$ cat config.mk
export PLATFORM = sky130hd
export DESIGN_NAME = tt_misr
export DESIGN_NICKNAME = d
export VERILOG_FILES = /design/src/rtl/tt_chk_pkg.sv /design/src/rtl/tt_misr.sv
export SDC_FILE = /design/constraint.sdc
export NUM_CORES = 1
export LEC_CHECK = 0
export BUFFER_PORTS_ARGS = -buffer_cell sky130_fd_sc_hd__buf_2
export CELL_PAD_IN_SITES_DETAIL_PLACEMENT = 0
export CELL_PAD_IN_SITES_GLOBAL_PLACEMENT = 1
export CORE_ASPECT_RATIO = 1.1
export CORE_MARGIN = 2
export CORE_UTILIZATION = 31
export CTS_CLUSTER_SIZE = 8
export DETAILED_ROUTE_END_ITERATION = 10
export PLACE_DENSITY = 0.77
export SETUP_SLACK_MARGIN = 0.1
export SYNTH_ARGS = -nofsm -noshare
export SYNTH_HDL_FRONTEND = slang
export SYNTH_SLANG_ARGS = --single-unit
$ cat constraint.sdc
create_clock -name clk -period 0.8 [get_ports clk]
set_input_delay 0.16 -clock clk [delete_from_list [all_inputs] [get_ports clk]]
set_output_delay 0.16 -clock clk [all_outputs]
set_load 0.1 [all_outputs]
$ cat src/rtl/tt_chk_pkg.sv
// Shared types and constants for the truth-table response checker.
package tt_chk_pkg;

  typedef enum logic [1:0] {
    IDLE = 2'd0,
    RUN  = 2'd1,
    DONE = 2'd2
  } state_t;

  localparam logic [15:0] MISR_POLY = 16'h1021;
  localparam logic [15:0] MISR_SEED = 16'hFFFF;

  function automatic logic [15:0] misr_next(input logic [15:0] s, input logic d);
    return {s[14:0], 1'b0} ^ (s[15] ? MISR_POLY : 16'h0000) ^ {15'b0, d};
  endfunction

endpackage

$ cat src/rtl/tt_misr.sv
// 16-bit MISR compacting one DUT output bit per accepted sample.
module tt_misr
  import tt_chk_pkg::*;
(
  input  logic        clk,
  input  logic        rst,
  input  logic        clr,
  input  logic        en,
  input  logic        din,
  output logic [15:0] sig
);

  always_ff @(posedge clk) begin
    if (rst || clr) begin
      sig <= MISR_SEED;
    end else if (en) begin
      sig <= misr_next(sig, din);
    end
  end

endmodule

======== Word-level counts from Yosys, hierarchy flattened ========
Index checks and enable logic that the tools add are counted.
storage, ports and cells
  bits in registers ....................... 16
  bits in latches ......................... 0
  bits in writable memories ............... 0
  memory bits (read-only) ................. 0
  input bits .............................. 5
  output and inout bits ................... 16
  memories kept ........................... 0
operators by class
  add/subtract/negate cells ............... 0
  $mul .................................... 0
  divide/modulo/power cells ............... 0
  order comparisons ....................... 0
  equality and inequality tests ........... 0
  shift-type cells ........................ 0
  muxes and demuxes ....................... 1
  bitwise logic cells ..................... 2
  reductions and logical operators ........ 1
operators by type and width
  cell                   count
  XOR 16 x 1 -> 16 bit   1
  XOR 16 x 13 -> 16 bit  1
  two-way mux 13 bit     1
  logical OR 1 bit       1

======== Longest topological paths before layout ========
Gate-level depths: netlist of run 1.
  word-level depth ........................ 3
  gate-level depth with buffers ........... 4
  depth with buffers taken out ............ 2

======== Worst setup path after synthesis of run 1 ========
OpenSTA, ideal clock, no wires.
  path kind ............................... flip-flop to flip-flop
  start ................................... register sig[15]
  end ..................................... register sig[12]
  setup time .............................. 0.127 ns
  data arrival time ....................... 1.298 ns
  required time ........................... 0.673 ns
  slack ................................... -0.625 ns
  cell stages (with the launch flop) ...... 3
  cell sequence ........................... dfxtp_1 -> xnor2_1 -> a31oi_1
on the way
  cells in the longest elaborated chain, start to end .. 3
RTL lines
  item                    RTL line          source
  from (decl)             tt_misr.sv:10     output logic [15:0] sig
  from (signal assigned)  tt_misr.sv:17     sig <= misr_next(sig, din);
  two-way mux 13 bit      tt_chk_pkg.sv:14  return {s[14:0], 1'b0} ^ (s[15] ? MISR_POLY : 16'h0000) ^ {15'b0, d};
  XOR 16 x 13 -> 16 bit   tt_chk_pkg.sv:14
  XOR 16 x 1 -> 16 bit    tt_chk_pkg.sv:14
Every way passes these cells.
A chain may end at the register's enable or synchronous reset.

======== Final worst setup path of run 1 ========
  start ................................... register sig[11]
  end ..................................... output port sig[11]
No word-level cell between the ends.

==> results.sh, run 1 <==
export IMPL_status="complete, but fails checks"
export IMPL_violations="negative setup slack"
export IMPL_largest_reg_flops=16
export IMPL_power_internal_mw=1.02
export IMPL_swShare_pct=26.5
export IMPL_netlist_top_cells_area="dfxtp_1, mux2i_1, nand2_1"
export IMPL_crit_slowest_cell="dfxtp_4"
export IMPL_yosys_warnings=0
export IMPL_top_regs="sig: 16 flops"
export IMPL_p_sw_mw=0.368
export IMPL_clk_pin_slew_ns=0.09
export IMPL_io_pins=21
export IMPL_dieArea_sq_um=2350
export IMPL_root_buffer="clkbuf_4"
export IMPL_netlist_area_leader_share_pct=52.2
export IMPL_clock_fmax_mhz=1010
export IMPL_ys_ff_latch=16
export IMPL_syn_nets=60
export IMPL_port_buffers=20
export IMPL_synth_area_sq_um=613
export IMPL_firstDrtPassIters=4
export IMPL_cp_required_ns=0.64
export IMPL_slew_viol_final=0
export IMPL_insertion_delay_ns=0.27
export IMPL_period_share_pct=124
export IMPL_cts_htree_levels=1
export IMPL_rsz0062_at_grt="yes"
export IMPL_hold_slack_ns=0.188
export IMPL_regMostFlops="sig"
export IMPL_pwr_share_comb_pct=15.6
export IMPL_p_per_area_nw_per_um2=1120
export IMPL_vias=513
export IMPL_numCtsBuffers=3
export IMPL_diodes=0
export IMPL_syn_area_per_cell_sq_um=11.1
export IMPL_die_w_microns=46.4
export IMPL_fp_row_count=16
export IMPL_regArea_sq_um=380
export IMPL_fp_dieH_microns=50.6
export IMPL_crit_chain="buf_12"
export IMPL_clock_sinks=16
export IMPL_critical_path_max_stage_delay_ns=0.38
export IMPL_async_flop_share_pct=0
export IMPL_fin_worst_skew_ns=0.00309
export IMPL_maxSlewHeadroom_pct=66.1
export IMPL_cp_top_family="flip-flops"
export IMPL_nets=97
export IMPL_cts_hold_fix_buffers=0
export IMPL_cts_tree="done"
export IMPL_fin_setup_tns_ns=-2.93
export IMPL_antenna_found_initial=0
export IMPL_synth_flop_cell="dfxtp_1"
export IMPL_route_detailed_drc=0
export IMPL_gp_congestion=0.687
export IMPL_clk_path_buf_depth=2
export IMPL_fin_ws_ns=-0.190
export IMPL_p_seq_share_pct=55.3
export IMPL_drtIter0Drc=4
export IMPL_period_needed_ns=0.990
export IMPL_synthTopCellsByCount="dfxtp_1, mux2i_1, nand2_1"
export IMPL_syn_inst=55
export IMPL_ys_types=10
export IMPL_overflow=0
export IMPL_core_sq_um=1820
export IMPL_synth_largest_area_cell="dfxtp_1"
export IMPL_hold_viol_final=0
export IMPL_p_leak_nw=0.531
export IMPL_grt_max_degree=20
export IMPL_ys_seq_area_share_pct=52.2
export IMPL_crit_type="reg2out"
export IMPL_worstMarginPinSlew_ns=0.508
export IMPL_setup_viol=19
export IMPL_grt_pass1_wl_microns=2200
export IMPL_drtAntennaViolNets=0
export IMPL_drive_gt1_share_pct=65.6
export IMPL_maxCapViolCount=0
export IMPL_post_dp_hpwl_microns=826
export IMPL_start_util_pct=33.7
export IMPL_synth_edf_count=0
export IMPL_grt_pass1_vias=509
export IMPL_max_vdd_ir_drop_mv=0.783
export IMPL_start_kind="register"
export IMPL_pwr_share_clk_pct=29.0
export IMPL_multiInputGateArea_sq_um=290
export IMPL_viasPerCell=4.38
export IMPL_postRouteWirelength_microns=1400
export IMPL_cp_max_fo=3
export IMPL_hold_path_class="in2reg"
export IMPL_synth_most_common_cell="dfxtp_1"
export IMPL_routedWlPerCell_microns=12.0
export IMPL_endpoint_kind="output pin"
export IMPL_worst_path_buf_inv=1
export IMPL_crit_arrival_ns=0.83
export IMPL_nFillCells=139
export IMPL_grt_usage_pct=13.0
export IMPL_area_growth_pct=102
export IMPL_final_util_pct=68.1
## metal layers
metal  GRT usage [%]  wire length [microns]
met5               0                      0
met4            7.14                     14
met3            2.52                     60
met2            18.8                    721
met1            17.5                    603
## logic make-up (layout without fill, tap and decap cells)
kind of cell / count (synthesis) / after routing / synth area share (%)
simple gates: 17 / 17 / 12.9
flops: 16 / 16 / 52.2
mux: 13 / 13 / 21.2
compound gates: 3 / 3 / 3.06
xor+xnor: 3 / 3 / 4.29
buf+inv: 3 / 38 / 6.33
## power by group through the flow
stage | Sequential [mW] | Clock [mW] | Combinational, mW
floorplan | 0.849 | 0 | 0.0689
global placement | 0.789 | 0 | 0.192
detailed placement | 0.788 | 0 | 0.192
CTS | 0.768 | 0.411 | 0.210
global route | 0.771 | 0.463 | 0.227
finish | 0.769 | 0.403 | 0.217
## cell type report
| class | instances | share of cell area (%) |
|---|---|---|
| tap | 27 | 2.72 |
| sequential | 16 | 30.6 |
| timing repair buffer | 35 | 41.4 |
| clock buffer | 3 | 1.81 |
| multi-input combinational | 36 | 23.4 |
## stage by stage
| step | cell area (sq um) | std cells | setup slack [ns] | power (mW) |
|---|---|---|---|---|
| after CTS | 1190 | 117 | -0.198 | 1.39 |
| after global placement | 1040 | 101 | -0.155 | 0.980 |
| after floorplan | 673 | 55 | -0.0938 | 0.918 |
| after global routing | 1240 | 117 | -0.226 | 1.46 |
| final | 1240 | 117 | -0.190 | 1.39 |
| after detailed placement | 1040 | 101 | -0.179 | 0.980 |
## final timing paths
check,startpoint,end,slack [ns],cells past startpoint
worst min-delay path,din,sig[0]$_SDFFE_PP1P_,0.19,3
worst max register to register,sig[15]$_SDFFE_PP1P_,sig[12]$_SDFFE_PP1P_,-0.04,3
worst min register to register,sig[5]$_SDFFE_PP1P_,sig[6]$_SDFFE_PP1P_,0.52,2
worst max-delay path,sig[11]$_SDFFE_PP1P_,sig[11],-0.19,1
## cell usage in the layout (no fill, tap or decap), types with 2 or more instances in the layout
cell      instances
nand2_1          13
mux2i_1          13
a31oi_1           3
xnor2_2           2
buf_2             4
buf_6            13
buf_12           17
clkbuf_4          3
dfxtp_4          16
## what timing repair did
item	4_1_cts	5_1_grt
pin swaps	14	10
endpoints found under the setup margin	19	32
cloned	0	0
buffers inserted	13	0
gates resized for setup	5	13
Note: power is estimated with default switching activity, not from simulation.
==> run 2: changes to the inputs <==
--- a/config.mk
+++ b/config.mk
@@ -8,7 +8,7 @@
 export BUFFER_PORTS_ARGS = -buffer_cell sky130_fd_sc_hd__buf_2
 export CELL_PAD_IN_SITES_DETAIL_PLACEMENT = 0
 export CELL_PAD_IN_SITES_GLOBAL_PLACEMENT = 1
-export CORE_ASPECT_RATIO = 1.1
+export CORE_ASPECT_RATIO = 1.5
 export CORE_MARGIN = 2
 export CORE_UTILIZATION = 31
 export CTS_CLUSTER_SIZE = 8
==> run 2 against run 1 <==
Net effect: the flow still finishes with violations (negative setup slack); clock-buffer cell count unchanged; non-clock buffer count up 2; largest cell class unchanged; sequential share of layout area up 0.062 points; critical endpoint is now sig[9]; critical path depth unchanged; maximum frequency up 0.69%; clock skew down 0.0022 ns; worst setup slack better by 0.0068 ns; routed wire length down 3.6%; core utilization down 1.3 points; combinational power about the same.
==> results.sh, run 2 (synthesized netlist as in run 1, its figures left out) <==
export IMPL_hold_slack_ns=0.194
export IMPL_gp_congestion=0.641
export IMPL_crit_slowest_cell="dfxtp_4"
export IMPL_max_vdd_ir_drop_mv=0.798
export IMPL_hold_viol_final=0
export IMPL_grt_pass1_vias=513
export IMPL_drtAntennaViolNets=0
export IMPL_clk_path_buf_depth=2
export IMPL_cts_htree_levels=1
export IMPL_root_buffer="clkbuf_4"
export IMPL_dpl_cell_area_sq_um=1020
export IMPL_diodes=0
export IMPL_io_pins=21
export IMPL_grt_pass1_wl_microns=2290
export IMPL_grt_max_degree=20
export IMPL_crit_chain="buf_12"
export IMPL_p_total_mw=1.40
export IMPL_dp_cells=95
export IMPL_period_share_pct=123
export IMPL_critPathLaunch="sig[9]$_SDFFE_PP1P_"
export IMPL_fp_dieH_microns=58.5
export IMPL_top_regs="sig: 16 flops"
export IMPL_multiInputGateArea_sq_um=308
export IMPL_fin_setup_tns_ns=-2.90
export IMPL_endpoint_kind="output pin"
export IMPL_numCtsBuffers=3
export IMPL_postRouteWirelength_microns=1350
export IMPL_clock_fmax_mhz=1020
export IMPL_fp_row_count=19
export IMPL_regArea_sq_um=380
export IMPL_slew_viol_final=0
export IMPL_crit_arrival_ns=0.82
export IMPL_setup_viol=20
export IMPL_clock_sinks=16
export IMPL_clk_pin_slew_ns=0.09
export IMPL_final_cell_area_sq_um=1240
export IMPL_nFillCells=141
export IMPL_grt_usage_pct=13.9
export IMPL_hold_path_class="in2reg"
export IMPL_drtIter0Drc=3
export IMPL_worst_path_buf_inv=1
export IMPL_core_sq_um=1850
export IMPL_regMostFlops="sig"
export IMPL_cp_max_fo=3
export IMPL_antenna_found_initial=0
export IMPL_hp_start="din"
export IMPL_cp_top_family="flip-flops"
export IMPL_nets=99
export IMPL_die_w_microns=40.3
export IMPL_violations="negative setup slack"
export IMPL_mostFrequentLayoutCells="buf_12, dfxtp_4, nand2_1"
export IMPL_post_place_ws_ns=-0.217
export IMPL_status="complete, but fails checks"
export IMPL_cts_tree="done"
export IMPL_cp_required_ns=0.64
export IMPL_crit_type="reg2out"
export IMPL_worstMarginPinSlew_ns=0.529
export IMPL_period_needed_ns=0.983
export IMPL_overflow=0
export IMPL_cts_hold_fix_buffers=0
export IMPL_p_per_area_nw_per_um2=1130
export IMPL_routedWlPerCell_microns=11.8
export IMPL_final_util_pct=66.8
export IMPL_post_dp_hpwl_microns=886
export IMPL_vias=526
export IMPL_drive_gt1_share_pct=68.8
export IMPL_fin_worst_skew_ns=0.000884
export IMPL_viasPerCell=4.61
export IMPL_dieArea_sq_um=2360
export IMPL_critical_path_max_stage_delay_ns=0.38
export IMPL_largest_reg_flops=16
export IMPL_p_leak_nw=0.532
export IMPL_maxSlewHeadroom_pct=64.7
export IMPL_r2r_start="sig[15]$_SDFFE_PP1P_"
export IMPL_start_kind="register"
export IMPL_maxCapViolCount=0
export IMPL_fin_ws_ns=-0.183
export IMPL_instances_no_fill=114
export IMPL_area_growth_pct=102
export IMPL_rsz0062_at_grt="yes"
export IMPL_route_detailed_drc=0
export IMPL_port_buffers=20
export IMPL_insertion_delay_ns=0.27
export IMPL_start_util_pct=33.1
export IMPL_firstDrtPassIters=4
## run 2: cell types whose count changed in the layout (fill, tap and decap cells not counted), sizes merged
cell,before,now
buf,35,37
clkinv,0,1
## run 2: per-layer routing
metal	track usage [%]	vias up	share of wire [%]
met5	0	-	0
met4	5.71	0	1.6
met3	1.51	2	4.1
met2	23.0	10	56
met1	17.7	244	38
li1	-	270	-
## run 2: what timing repair did
action	in CTS	in global routing
endpoints found under the hold margin	0	0
setup endpoints to repair	20	32
pin swaps	15	13
setup buffers	15	2
resized for setup	10	8
## run 2: cell type report
| cell class | count | share of cell area (%) |
|---|---|---|
| clock buffers | 3 | 1.82 |
| flip-flops and latches | 16 | 30.7 |
| clock inverters | 1 | 0.303 |
| multi-input cells | 36 | 24.8 |
| well taps | 21 | 2.12 |
| repair buffers | 37 | 40.2 |
## run 2: worst paths after layout
path	slack [ns]	endpoint	cells past startpoint
min reg2reg	0.52	sig[10]$_SDFFE_PP1P_	2
max	-0.18	sig[9]	1
min	0.19	sig[0]$_SDFFE_PP1P_	3
max reg2reg	-0.05	sig[5]$_SDFFE_PP1P_	3
## run 2: where the power goes
group / total, mW / switching [mW] / internal [mW]
Combinational: 0.216 / 0.129 / 0.0865
Sequential: 0.768 / 0.0104 / 0.757
Clock: 0.414 / 0.233 / 0.180
Total: 1.40 / 0.373 / 1.02
